<file path="src/rtl/cpu_pkg.sv">
// cpu_pkg: shared opcodes, sequencer states and control-strobe bit positions for mini-SRISC
package cpu_pkg;
  localparam logic [4:0] OP_LD   = 5'b00000;
  localparam logic [4:0] OP_LDI  = 5'b00001;
  localparam logic [4:0] OP_ST   = 5'b00010;
  localparam logic [4:0] OP_ADD  = 5'b00011;
  localparam logic [4:0] OP_SHL  = 5'b01011;
  localparam logic [4:0] OP_ADDI = 5'b01100;
  localparam logic [4:0] OP_ORI  = 5'b01110;
  localparam logic [4:0] OP_DIV  = 5'b01111;
  localparam logic [4:0] OP_MUL  = 5'b10000;
  localparam logic [4:0] OP_NEG  = 5'b10001;
  localparam logic [4:0] OP_NOT  = 5'b10010;
  localparam logic [4:0] OP_BR   = 5'b10011;
  localparam logic [4:0] OP_JR   = 5'b10100;
  localparam logic [4:0] OP_JAL  = 5'b10101;
  localparam logic [4:0] OP_IN   = 5'b10110;
  localparam logic [4:0] OP_OUT  = 5'b10111;
  localparam logic [4:0] OP_MFHI = 5'b11000;
  localparam logic [4:0] OP_MFLO = 5'b11001;
  localparam logic [4:0] OP_NOP  = 5'b11010;
  localparam logic [4:0] OP_HALT = 5'b11011;
  typedef enum logic [3:0] {
    S_RESET, S_T0, S_T1, S_T2, S_T3, S_T4, S_T5, S_T6, S_T7, S_HALT
  } state_t;
  localparam int D_PC = 0, D_ZLO = 1, D_ZHI = 2, D_MDR = 3, D_HI = 4, D_LO = 5, D_IN = 6, D_C = 7, D_R = 8;
  localparam int L_PC = 0, L_MAR = 1, L_MDR = 2, L_IR = 3, L_Y = 4, L_ZLO = 5, L_ZHI = 6, L_HI = 7,
                 L_LO = 8, L_CON = 9, L_OUT = 10, L_R = 11;
  localparam int G_A = 2, G_B = 1, G_C = 0;
  typedef struct packed {
    logic [8:0]  drv;
    logic [11:0] ld;
    logic [2:0]  gsel;
    logic        ba_out;
    logic        r15_in;
    logic        inc_pc;
    logic        read;
    logic        ram_we;
  } strobes_t;
endpackage

</file>
<file path="src/rtl/cu_step_decode.sv">
// cu_step_decode: combinational (state, opcode, con_ff) -> datapath strobes; CU_MULDIV_EN enables mul/div sequences
module cu_step_decode
  import cpu_pkg::*;
#(
  parameter int OP_W = 5
) (
  input  state_t          state,
  input  logic [OP_W-1:0] op,
  input  logic            con_ff,
  output strobes_t        s,
  output logic [OP_W-1:0] alu_op,
  output logic            last
);
  logic [4:0] opc;
  logic ralu, imm, ldi, ld, st, neg, br, jr, jal, mfhi, mflo, inp, outp, md, addr;
  state_t last_st;
  assign opc  = 5'(op);
  assign ralu = opc inside {[OP_ADD:OP_SHL]};
  assign imm  = opc inside {[OP_ADDI:OP_ORI]};
  assign ldi  = opc == OP_LDI;
  assign ld   = opc == OP_LD;
  assign st   = opc == OP_ST;
  assign neg  = opc == OP_NEG || opc == OP_NOT;
  assign br   = opc == OP_BR;
  assign jr   = opc == OP_JR;
  assign jal  = opc == OP_JAL;
  assign mfhi = opc == OP_MFHI;
  assign mflo = opc == OP_MFLO;
  assign inp  = opc == OP_IN;
  assign outp = opc == OP_OUT;
`ifdef CU_MULDIV_EN
  assign md   = opc == OP_DIV || opc == OP_MUL;
`else
  assign md   = 1'b0;
`endif
  assign addr = ld || st || ldi || br;
  // anything not classified (nop, halt, unassigned) ends at T3
  assign last_st = (ld || st) ? S_T7 : (br || md) ? S_T6 : (ralu || imm || ldi) ? S_T5 :
                   (jal || neg) ? S_T4 : S_T3;
  assign last = state == last_st;
  assign alu_op = (state inside {[S_T3:S_T7]}) ? (addr ? OP_W'(OP_ADD) : op) :
                  (state inside {[S_T0:S_T2]}) ? OP_W'(OP_ADD) : '0;
  always_comb begin
    s = '0;
    case (state)
      S_T0: begin s.drv[D_PC] = 1'b1; s.ld[L_MAR] = 1'b1; s.ld[L_ZLO] = 1'b1; s.inc_pc = 1'b1; end
      S_T1: begin s.drv[D_ZLO] = 1'b1; s.ld[L_PC] = 1'b1; s.ld[L_MDR] = 1'b1; s.read = 1'b1; end
      S_T2: begin s.drv[D_MDR] = 1'b1; s.ld[L_IR] = 1'b1; end
      S_T3: begin
        if (ralu || imm || md) begin s.gsel[G_B] = 1'b1; s.drv[D_R] = 1'b1; s.ld[L_Y] = 1'b1; end
        if (ld || st || ldi) begin s.gsel[G_B] = 1'b1; s.ba_out = 1'b1; s.ld[L_Y] = 1'b1; end
        if (neg) begin s.gsel[G_B] = 1'b1; s.drv[D_R] = 1'b1; s.ld[L_ZLO] = 1'b1; end
        if (br) begin s.gsel[G_A] = 1'b1; s.drv[D_R] = 1'b1; s.ld[L_CON] = 1'b1; end
        if (jr) begin s.gsel[G_A] = 1'b1; s.drv[D_R] = 1'b1; s.ld[L_PC] = 1'b1; end
        if (jal) begin s.drv[D_PC] = 1'b1; s.r15_in = 1'b1; end
        if (mfhi) begin s.drv[D_HI] = 1'b1; s.gsel[G_A] = 1'b1; s.ld[L_R] = 1'b1; end
        if (mflo) begin s.drv[D_LO] = 1'b1; s.gsel[G_A] = 1'b1; s.ld[L_R] = 1'b1; end
        if (inp) begin s.drv[D_IN] = 1'b1; s.gsel[G_A] = 1'b1; s.ld[L_R] = 1'b1; end
        if (outp) begin s.gsel[G_A] = 1'b1; s.drv[D_R] = 1'b1; s.ld[L_OUT] = 1'b1; end
      end
      S_T4: begin
        if (ralu || md) begin s.gsel[G_C] = 1'b1; s.drv[D_R] = 1'b1; s.ld[L_ZLO] = 1'b1; end
        if (md) s.ld[L_ZHI] = 1'b1;
        if (imm || ldi || ld || st) begin s.drv[D_C] = 1'b1; s.ld[L_ZLO] = 1'b1; end
        if (neg) begin s.drv[D_ZLO] = 1'b1; s.gsel[G_A] = 1'b1; s.ld[L_R] = 1'b1; end
        if (br) begin s.drv[D_PC] = 1'b1; s.ld[L_Y] = 1'b1; end
        if (jal) begin s.gsel[G_A] = 1'b1; s.drv[D_R] = 1'b1; s.ld[L_PC] = 1'b1; end
      end
      S_T5: begin
        if (ralu || imm || ldi) begin s.drv[D_ZLO] = 1'b1; s.gsel[G_A] = 1'b1; s.ld[L_R] = 1'b1; end
        if (ld || st) begin s.drv[D_ZLO] = 1'b1; s.ld[L_MAR] = 1'b1; end
        if (br) begin s.drv[D_C] = 1'b1; s.ld[L_ZLO] = 1'b1; end
        if (md) begin s.drv[D_ZLO] = 1'b1; s.ld[L_LO] = 1'b1; end
      end
      S_T6: begin
        if (ld) begin s.read = 1'b1; s.ld[L_MDR] = 1'b1; end
        if (st) begin s.gsel[G_A] = 1'b1; s.drv[D_R] = 1'b1; s.ld[L_MDR] = 1'b1; end
        if (br && con_ff) begin s.drv[D_ZLO] = 1'b1; s.ld[L_PC] = 1'b1; end
        if (md) begin s.drv[D_ZHI] = 1'b1; s.ld[L_HI] = 1'b1; end
      end
      S_T7: begin
        if (ld) begin s.drv[D_MDR] = 1'b1; s.gsel[G_A] = 1'b1; s.ld[L_R] = 1'b1; end
        if (st) s.ram_we = 1'b1;
      end
      default: ;
    endcase
  end
endmodule

</file>
<file path="src/rtl/control_unit.sv">
// control_unit: hardwired fetch/execute sequencer for mini-SRISC; define CU_MULDIV_EN for mul/div sequences
module control_unit
  import cpu_pkg::*;
#(
  parameter int OP_W = 5
) (
  input  logic            clk,
  input  logic            clr,
  input  logic [31:0]     ir,
  input  logic            con_ff,
  input  logic            stop,
  output logic [8:0]      drv,
  output logic [11:0]     ld,
  output logic [2:0]      gsel,
  output logic            ba_out,
  output logic            r15_in,
  output logic            inc_pc,
  output logic            read,
  output logic            ram_we,
  output logic [OP_W-1:0] alu_op,
  output logic            run
);
  state_t state, nxt;
  strobes_t s;
  logic [OP_W-1:0] op;
  logic last, unused_ir;
  assign op = ir[31 -: OP_W];
  assign unused_ir = ^ir[31-OP_W:0];
  cu_step_decode #(.OP_W(OP_W)) u_dec (
    .state  (state),
    .op     (op),
    .con_ff (con_ff),
    .s      (s),
    .alu_op (alu_op),
    .last   (last)
  );
  assign drv    = s.drv;
  assign ld     = s.ld;
  assign gsel   = s.gsel;
  assign ba_out = s.ba_out;
  assign r15_in = s.r15_in;
  assign inc_pc = s.inc_pc;
  assign read   = s.read;
  assign ram_we = s.ram_we;
  assign run    = state != S_HALT && state != S_RESET;
  // halt opcode always ends at T3, so testing it only on the last step is enough
  always_comb begin
    nxt = state;
    if (state == S_RESET) nxt = S_T0;
    else if (state != S_HALT) nxt = !last ? state_t'(state + 4'd1) :
                                    (stop || op == OP_W'(OP_HALT)) ? S_HALT : S_T0;
  end
  always_ff @(posedge clk or posedge clr)
    if (clr) state <= S_RESET;
    else state <= nxt;
endmodule

</file>
<file path="config.mk">
export PLATFORM = sky130hd
export DESIGN_NAME = control_unit
export DESIGN_NICKNAME = d
export VERILOG_FILES = /design/src/rtl/cpu_pkg.sv /design/src/rtl/cu_step_decode.sv /design/src/rtl/control_unit.sv
export SDC_FILE = /design/constraint.sdc
export NUM_CORES = 1
export LEC_CHECK = 0
export BUFFER_PORTS_ARGS = -buffer_cell sky130_fd_sc_hd__buf_2
export CORE_MARGIN = 2
export CORE_UTILIZATION = 35
export DETAILED_ROUTE_END_ITERATION = 10
export GPL_ROUTABILITY_DRIVEN = 0
export PLACE_DENSITY = 0.69
export SLEW_MARGIN = 20
export SYNTH_ARGS = -nofsm -noshare
export SYNTH_HDL_FRONTEND = slang
export SYNTH_SLANG_ARGS = --single-unit
</file>
<file path="constraint.sdc">
create_clock -name clk -period 2.4 [get_ports clk]
set_clock_uncertainty 0.1 [all_clocks]
set_input_delay 0.24 -clock clk [delete_from_list [all_inputs] [get_ports clk]]
set_output_delay 0.24 -clock clk [all_outputs]
set_load 0.05 [all_outputs]
</file>
==> results of run 1 <==
synthesized netlist by cell type, drive strengths merged, types with 2 or more instances:
cell type  count
nor3b          2
or3            2
nand3          5
a21o           2
a211o          2
dfrtp          4
buf           11
nor3           6
a21oi          9
ha             4
and2           7
nand2         16
or2            3
a31oi          2
a31o           4
nand4          4
xnor2          3
or3b           2
nor2          14
clkbuf         4
o21ai          9
inv            5
and3           4
nor4           2
nand2b         5
nor2b          4
worst paths after layout:
path                       startpoint        to  slack (ps)  cells after the start
setup / recovery             state[0]   gsel[2]         -90                      8
hold / removal                    clr  state[0]         330                      3
setup reg to reg             state[1]  state[1]         750                      6
hold reg to reg              state[0]  state[0]         560                      2
max in group asynchronous         clr  state[3]        1700                      3
min in group clk                 stop  state[3]         440                      4
stage by stage:
step	util	TNS [ps]	cell area (µm²)	setup WS (ps)
2_1_floorplan	-	-76.9	1100	-76.9
3_3_place_gp	0.511	0	1410	69.9
3_5_place_dp	0.511	0	1410	48.5
4_1_cts	0.540	-106	1490	-106
5_1_grt	0.548	-141	1510	-141
6_report	0.548	-88.3	1510	-88.3
critical path: stages, from the launching register on:
cell and delay, ps:
dfrtp_2 400, inv_2 60, ha_4 170, and3b_4 190, nand3_4 70, nor3b_4 50
or4_4 420, or3b_4 390, buf_8 160
placed cells by master (no fill, tap or decap), types with 5 or more instances in the layout:
| cell | instances |
|---|---|
| buf_2 | 37 |
| buf_4 | 26 |
| nand2_1 | 15 |
| nor2_1 | 14 |
| a21oi_1 | 9 |
| and2_1 | 7 |
| o21ai_0 | 7 |
| nand2b_1 | 5 |
where the power goes:
group / switching (W) / internal, W / total (W)
Sequential: 0 / 0.0000678 / 0.0000678
Clock: 0.0000275 / 0.0000624 / 0.0000899
Combinational: 0.0000625 / 0.0000324 / 0.0000950
Total: 0.0000901 / 0.000163 / 0.000253
what timing repair did:
item	in CTS	in global routing
pin swaps	4	0
gates resized for setup	6	5
endpoints found under the setup margin	2	7
hold buffers	1	0
hold endpoints to repair	4	0
cloned	0	0
buffers inserted	3	1
routing by layer:
metal	vias to the layer above	wire length (µm)	track usage	part of all wire
li1	651	-	-	-
met1	626	1410	0.259	0.42
met2	39	1760	0.369	0.52
met3	2	200	0.0156	0.059
met4	0	22	0.0598	0.0065
met5	-	0	0	0
logic make-up (layout without fill, tap and decap cells):
kind of cell,after synthesis,after routing,synth area share
AND/OR/NAND/NOR,82,82,0.470
AO/OA/AOI/OAI,34,34,0.219
buffers and inverters,20,75,0.103
adder cells (fa/ha/maj),4,4,0.0495
XOR/XNOR,4,4,0.0347
flip-flops,4,4,0.0990
multiplexers,2,2,0.0210
other,1,4,0.00371
area by class of cell:
cell class | count | share of cell area
multi-input combinational | 130 | 0.601
clock buffer | 4 | 0.0174
inverter | 5 | 0.0124
tap | 31 | 0.0257
timing repair buffer | 66 | 0.276
sequential | 4 | 0.0679
==> insert_results.sql, run 1 <==
INSERT INTO impl_metrics (metric_group, metric, value, unit) VALUES
('run_status', 'run_status', 'finished, violations left', ''),
('run_status', 'violations_in_the_final_reports', 'negative setup slack', ''),
('finish', 'layout-drive-gt1-share', '0.455', ''),
('synthesis', 'synth_seq_cells', '4', ''),
('placed_design', 'dpl.cell_count', '231', ''),
('synthesis', 'synth.yosys.seq_area_share', '0.0990', ''),
('critical_path', 'critical_path_arrival', '2150', 'ps'),
('finish', 'area_growth', '49.5', '%'),
('floorplan', 'i_o_pin_count', '71', ''),
('finish', 'largest_register_ff_count', '4', ''),
('sta', 'fmaxAchievable', '402', 'MHz'),
('critical_path', 'timing.critical_path.to_type', 'primary output', ''),
('clocking', 'cts.reportedPaths.clkPinSlew', '40', 'ps'),
('synthesis', 'synth_ff_type', 'dfrtp_1', ''),
('finish', 'fin_nets', '250', ''),
('finish', 'multi_input_comb_area', '908', 'µm²'),
('floorplan', 'die_area', '3330', 'µm²'),
('finish', 'seq_area', '103', 'µm²'),
('grt', 'grt_pass1_vias', '1263', ''),
('synthesis', 'synth-warning-count', '0', ''),
('synthesis', 'post_synth_inst_count', '151', ''),
('floorplan', 'die_w', '57.7', 'µm'),
('worst_hold_path', 'holdCritPathClass', 'in -> async', ''),
('sta', 'finalCritPeriodShare', '1.04', ''),
('sta', 'max_slew.worst_pin.slew', '486', 'ps'),
('synthesis', 'post_synth_instance_area', '1010', 'µm²'),
('sta', 'timing.final.crit_period', '2490', 'ps'),
('finish', 'fill_cells', '277', ''),
('power', 'total_leakage_power', '0.824', 'nW'),
('synthesis', 'postSynthAreaPerCell', '6.70', 'µm²'),
('sta', 'unrepaired_setup_endpoints_after_global_routing', 'yes', ''),
('power', 'power_density', '167', 'nW/µm²'),
('power', 'max-vdd-ir-drop', '222', 'µV'),
('sta', 'post_layout_worst_setup_margin', '-88.3', 'ps'),
('synthesis', 'post_synth_main_area_contributors', 'dfrtp_1 (9.9%), nand2_1 (5.6%), nor2_1 (5.2%)', ''),
('clocking', 'cts_made_buffers', '3', ''),
('route', 'drt-initial-drc-count', '46', ''),
('clocking', 'tritoncts_num_sinks', '4', ''),
('route', 'average_via_count_per_standard_cell', '5.49', ''),
('route', 'final_antenna_net_count', '0', ''),
('sta', 'relSlewSlack', '0.672', ''),
('placed_design', 'dp_hpwl', '2.76', 'mm'),
('floorplan', 'row_count', '19', ''),
('synthesis', 'synth_edf_count', '0', ''),
('synthesis', 'synth_async_sr_flop_share', '1.00', ''),
('route', 'drt_pre_antenna_iters', '4', ''),
('floorplan', 'core_area', '2760', 'µm²'),
('route', 'vias', '1318', ''),
('critical_path', 'critical_path_class', 'reg -> out', ''),
('grt', 'grt_start_max_net_pins', '17', ''),
('synthesis', 'yosys.area.top_type_share', '0.0990', ''),
('clocking', 'clockRootBuffer', 'clkbuf_4', ''),
('synthesis', 'synth_largest_area_cell', 'dfrtp_1', ''),
('finish', 'fin_cells', '240', ''),
('floorplan', 'die_h', '57.7', 'µm'),
('grt', 'gr_overflow_total', '0', ''),
('clocking', 'htreeDepth', '1', ''),
('grt', 'grt_antenna_before_repair', '0', ''),
('finish', 'largest_register', 'state', ''),
('critical_path', 'worst_setup_path_start_kind', 'flip-flop', ''),
('sta', 'setup_viol_count_final', '1', ''),
('clocking', 'cts-root-to-sink-buffers', '2', ''),
('sta', 'hold_slack', '334', 'ps'),
('floorplan', 'floorplan.initialDensity', '0.367', ''),
('power', 'total_power', '0.000253', 'W'),
('placed_design', 'place.port_buffers', '39', ''),
('synthesis', 'yosys.cell_types.count', '49', ''),
('grt', 'grt_first_pass_wirelength', '5.53', 'mm'),
('finish', 'antennaDiodeCount', '0', ''),
('clocking', 'clock_tree_from_tritoncts', 'built', ''),
('route', 'total_length_of_routed_wires', '3.40', 'mm'),
('grt', 'track_usage', '0.205', ''),
('clocking', 'worst_skew_pair.late_latency', '240', 'ps'),
('critical_path', 'cp.required', '2060', 'ps'),
('finish', 'largest_registers', 'state x4', ''),
('route', 'wl_per_cell', '14.1', 'µm'),
('sta', 'timing_max_transition_violations_final', '0', ''),
('critical_path', 'critPathMaxFanout', '5', ''),
('run', 'cap_violations', '0', ''),
('sta', 'final_hold_viol_count', '0', ''),
('route', 'drc_errors', '0', '');
(Power assumes the default switching activity.)
==> run 2: changes to the inputs <==
--- a/config.mk
+++ b/config.mk
@@ -5,12 +5,13 @@
 export SDC_FILE = /design/constraint.sdc
 export NUM_CORES = 1
 export LEC_CHECK = 0
+export ABC_AREA = 1
 export BUFFER_PORTS_ARGS = -buffer_cell sky130_fd_sc_hd__buf_2
 export CORE_MARGIN = 2
 export CORE_UTILIZATION = 35
 export DETAILED_ROUTE_END_ITERATION = 10
 export GPL_ROUTABILITY_DRIVEN = 0
-export PLACE_DENSITY = 0.69
+export PLACE_DENSITY = 0.68
 export SLEW_MARGIN = 20
 export SYNTH_ARGS = -nofsm -noshare
 export SYNTH_HDL_FRONTEND = slang
==> insert_results.sql, run 2 <==
INSERT INTO impl_metrics (metric_group, metric, value, unit) VALUES
('run_status', 'run_status', 'completed', ''),
('grt', 'track_usage', '0.172', ''),
('clocking', 'htreeDepth', '1', ''),
('placed_design', 'dp_hpwl', '2.42', 'mm'),
('synthesis', 'synth_async_sr_flop_share', '1.00', ''),
('route', 'drt_pre_antenna_iters', '4', ''),
('finish', 'final_common_cell', 'nand2_1', ''),
('sta', 'timing.final.crit_period', '2240', 'ps'),
('grt', 'grt_start_max_net_pins', '10', ''),
('grt', 'grt_pass1_vias', '1086', ''),
('synthesis', 'post_synth_main_area_contributors', 'nand2_1 (14%), dfrtp_1 (9.7%), inv_1 (9.5%)', ''),
('critical_path', 'crit_start', 'state[1]', ''),
('floorplan', 'floorplan.initialDensity', '0.370', ''),
('floorplan', 'die_w', '58.2', 'µm'),
('floorplan', 'row_count', '19', ''),
('power', 'power_density', '956', 'nW/µm²'),
('synthesis', 'post_synth_inst_count', '177', ''),
('synthesis', 'post_synth_instance_area', '1030', 'µm²'),
('route', 'average_via_count_per_standard_cell', '4.83', ''),
('synthesis', 'synth_seq_cells', '4', ''),
('route', 'wl_per_cell', '11.4', 'µm'),
('synthesis', 'synth-warning-count', '0', ''),
('worst_hold_path', 'holdCritPathClass', 'in -> reg', ''),
('critical_path', 'worst_r2r_startpoint', 'state[0]', ''),
('sta', 'finalCritPeriodShare', '0.935', ''),
('clocking', 'clock_tree_from_tritoncts', 'built', ''),
('sta', 'timing_max_transition_violations_final', '0', ''),
('finish', 'largest_register_ff_count', '4', ''),
('finish', 'fin_nets', '260', ''),
('clocking', 'tritoncts_num_sinks', '4', ''),
('sta', 'final.setup.tns', '0', 'ps'),
('synthesis', 'postSynthAreaPerCell', '5.82', 'µm²'),
('clocking', 'postCtsSetupRepairBufs', '0', ''),
('critical_path', 'r2r_slack', '760', 'ps'),
('power', 'total_leakage_power', '0.760', 'nW'),
('critical_path', 'critical_path_class', 'reg -> out', ''),
('route', 'total_length_of_routed_wires', '2.85', 'mm'),
('critical_path', 'cp.required', '2060', 'ps'),
('finish', 'largest_register', 'state', ''),
('critical_path', 'critPathMaxFanout', '7', ''),
('sta', 'unrepaired_setup_endpoints_after_global_routing', 'no', ''),
('clocking', 'cts.reportedPaths.clkPinSlew', '30', 'ps'),
('finish', 'area_growth', '26.4', '%'),
('grt', 'gr_overflow_total', '0', ''),
('clocking', 'clockRootBuffer', 'clkbuf_4', ''),
('synthesis', 'synth_ff_type', 'dfrtp_1', ''),
('clocking', 'worst_skew_pair.late_latency', '220', 'ps'),
('floorplan', 'i_o_pin_count', '71', ''),
('sta', 'final_hold_viol_count', '0', ''),
('synthesis', 'yosys.cell_types.count', '33', ''),
('finish', 'layout-drive-gt1-share', '0.362', ''),
('route', 'drt-initial-drc-count', '34', ''),
('floorplan', 'die_h', '58.2', 'µm'),
('critical_path', 'cp_slowest_cell', 'dfrtp_2', ''),
('grt', 'grt_first_pass_wirelength', '4.65', 'mm'),
('sta', 'fmaxAchievable', '446', 'MHz'),
('synthesis', 'yosys.area.top_type_share', '0.142', ''),
('worst_hold_path', 'worst_hold_start', 'stop', ''),
('critical_path', 'critical_path.cell_chain', 'inv_2, ha_1, inv_1, nor2_4, inv_2, nor3_4, a31oi_1, nand4_1, clkbuf_4', ''),
('critical_path', 'timing.critical_path.to_type', 'primary output', ''),
('power', 'max-vdd-ir-drop', '723', 'µV'),
('placed_design', 'place.port_buffers', '39', ''),
('finish', 'largest_registers', 'state x4', ''),
('critical_path', 'crit_top_cell', 'inv_2', ''),
('route', 'final_antenna_net_count', '0', ''),
('synthesis', 'synth.cells.most_frequent', 'nand2_1 (39), inv_1 (26), nor2_1 (24), nand3_1 (10), o21ai_0 (8)', ''),
('synthesis', 'synth_largest_area_cell', 'nand2_1', ''),
('synthesis', 'yosysMostFrequentCell', 'nand2_1', ''),
('route', 'vias', '1203', ''),
('finish', 'antennaDiodeCount', '0', ''),
('run', 'cap_violations', '0', ''),
('critical_path', 'critical_path.max_stage_delay', '440', 'ps'),
('sta', 'setup_viol_count_final', '0', ''),
('critical_path', 'worst_setup_path_start_kind', 'flip-flop', ''),
('floorplan', 'core_area', '2780', 'µm²'),
('sta', 'hold_slack', '251', 'ps'),
('floorplan', 'die_area', '3390', 'µm²'),
('clocking', 'cts-root-to-sink-buffers', '2', ''),
('grt', 'grt_antenna_before_repair', '0', ''),
('synthesis', 'synth_edf_count', '0', ''),
('synthesis', 'synth.yosys.seq_area_share', '0.0972', ''),
('route', 'drc_errors', '0', ''),
('critical_path', 'critical_path_arrival', '1900', 'ps'),
('finish', 'final_cell_mix', 'nand2_1 (39), buf_2 (35), inv_1 (25)', ''),
('clocking', 'cts_made_buffers', '3', '');
## run 2: per-layer routing
metal / global-route usage / share of wire / vias up
met2: 0.284 / 0.46 / 38
met1: 0.240 / 0.49 / 518
met3: 0.0290 / 0.051 / 0
met4: 0.0266 / 0 / 0
met5: 0 / 0 / -
li1: - / - / 647
## run 2: critical path: cells and delay by family, from the launching register on
family,cells,cell delay [ps]
adders and majority gates,1,170
DFF,1,440
AOI/OAI and AO/OA,1,80
and+or+nand+nor,3,430
buffers and inverters,4,550
## run 2: final timing paths
kind / end / cells past startpoint
min in group asynchronous: state[0] / 3
max in group asynchronous: state[1] / 3
hold / removal: state[3] / 5
setup / recovery: gsel[2] / 9
setup reg to reg: state[2] / 9
hold reg to reg: state[1] / 2
## run 2: power by group
group	switching, W	internal [W]
Clock	0.0000220	0.0000555
Combinational	0.000767	0.000256
Sequential	0.0000366	0.000106
Total	0.000825	0.000418
## run 2: final cells by class
cell class | count | area (µm²)
Fill cell | 312 | 1480
Tap cell | 31 | 38.8
Clock buffer | 3 | 22.5
Inverter | 33 | 129
Timing Repair Buffer | 42 | 234
Multi-Input combinational cell | 136 | 776
Sequential cell | 4 | 101
## run 2: kinds of logic (layout without fill, tap and decap cells)
kind of cell    count (synthesis)  in the layout  synth area share
flops                           4              4            0.0972
buf+inv                        40             78             0.186
compound gates                 21             21             0.123
simple gates                  106            106             0.533
other cells                     1              4           0.00364
fa+ha+maj                       4              4            0.0486
xor+xnor                        1              1           0.00851
## run 2: repair_timing
action | CTS | global route
setup endpoints to repair | 0 | 8
hold endpoints to repair | 4 | 0
hold buffers | 1 | 0
resized for setup | 0 | 8
## run 2: stage by stage
step	util	instance area [µm²]	instances	power, W	setup slack [ps]
2_1_floorplan	-	1070	180	0.000942	10.9
3_3_place_gp	0.451	1250	245	0.00115	316
3_5_place_dp	0.451	1250	245	0.00115	301
4_1_cts	0.462	1290	249	0.00124	54.3
5_1_grt	0.468	1300	249	0.00136	30.8
6_report	0.468	1300	249	0.00124	156
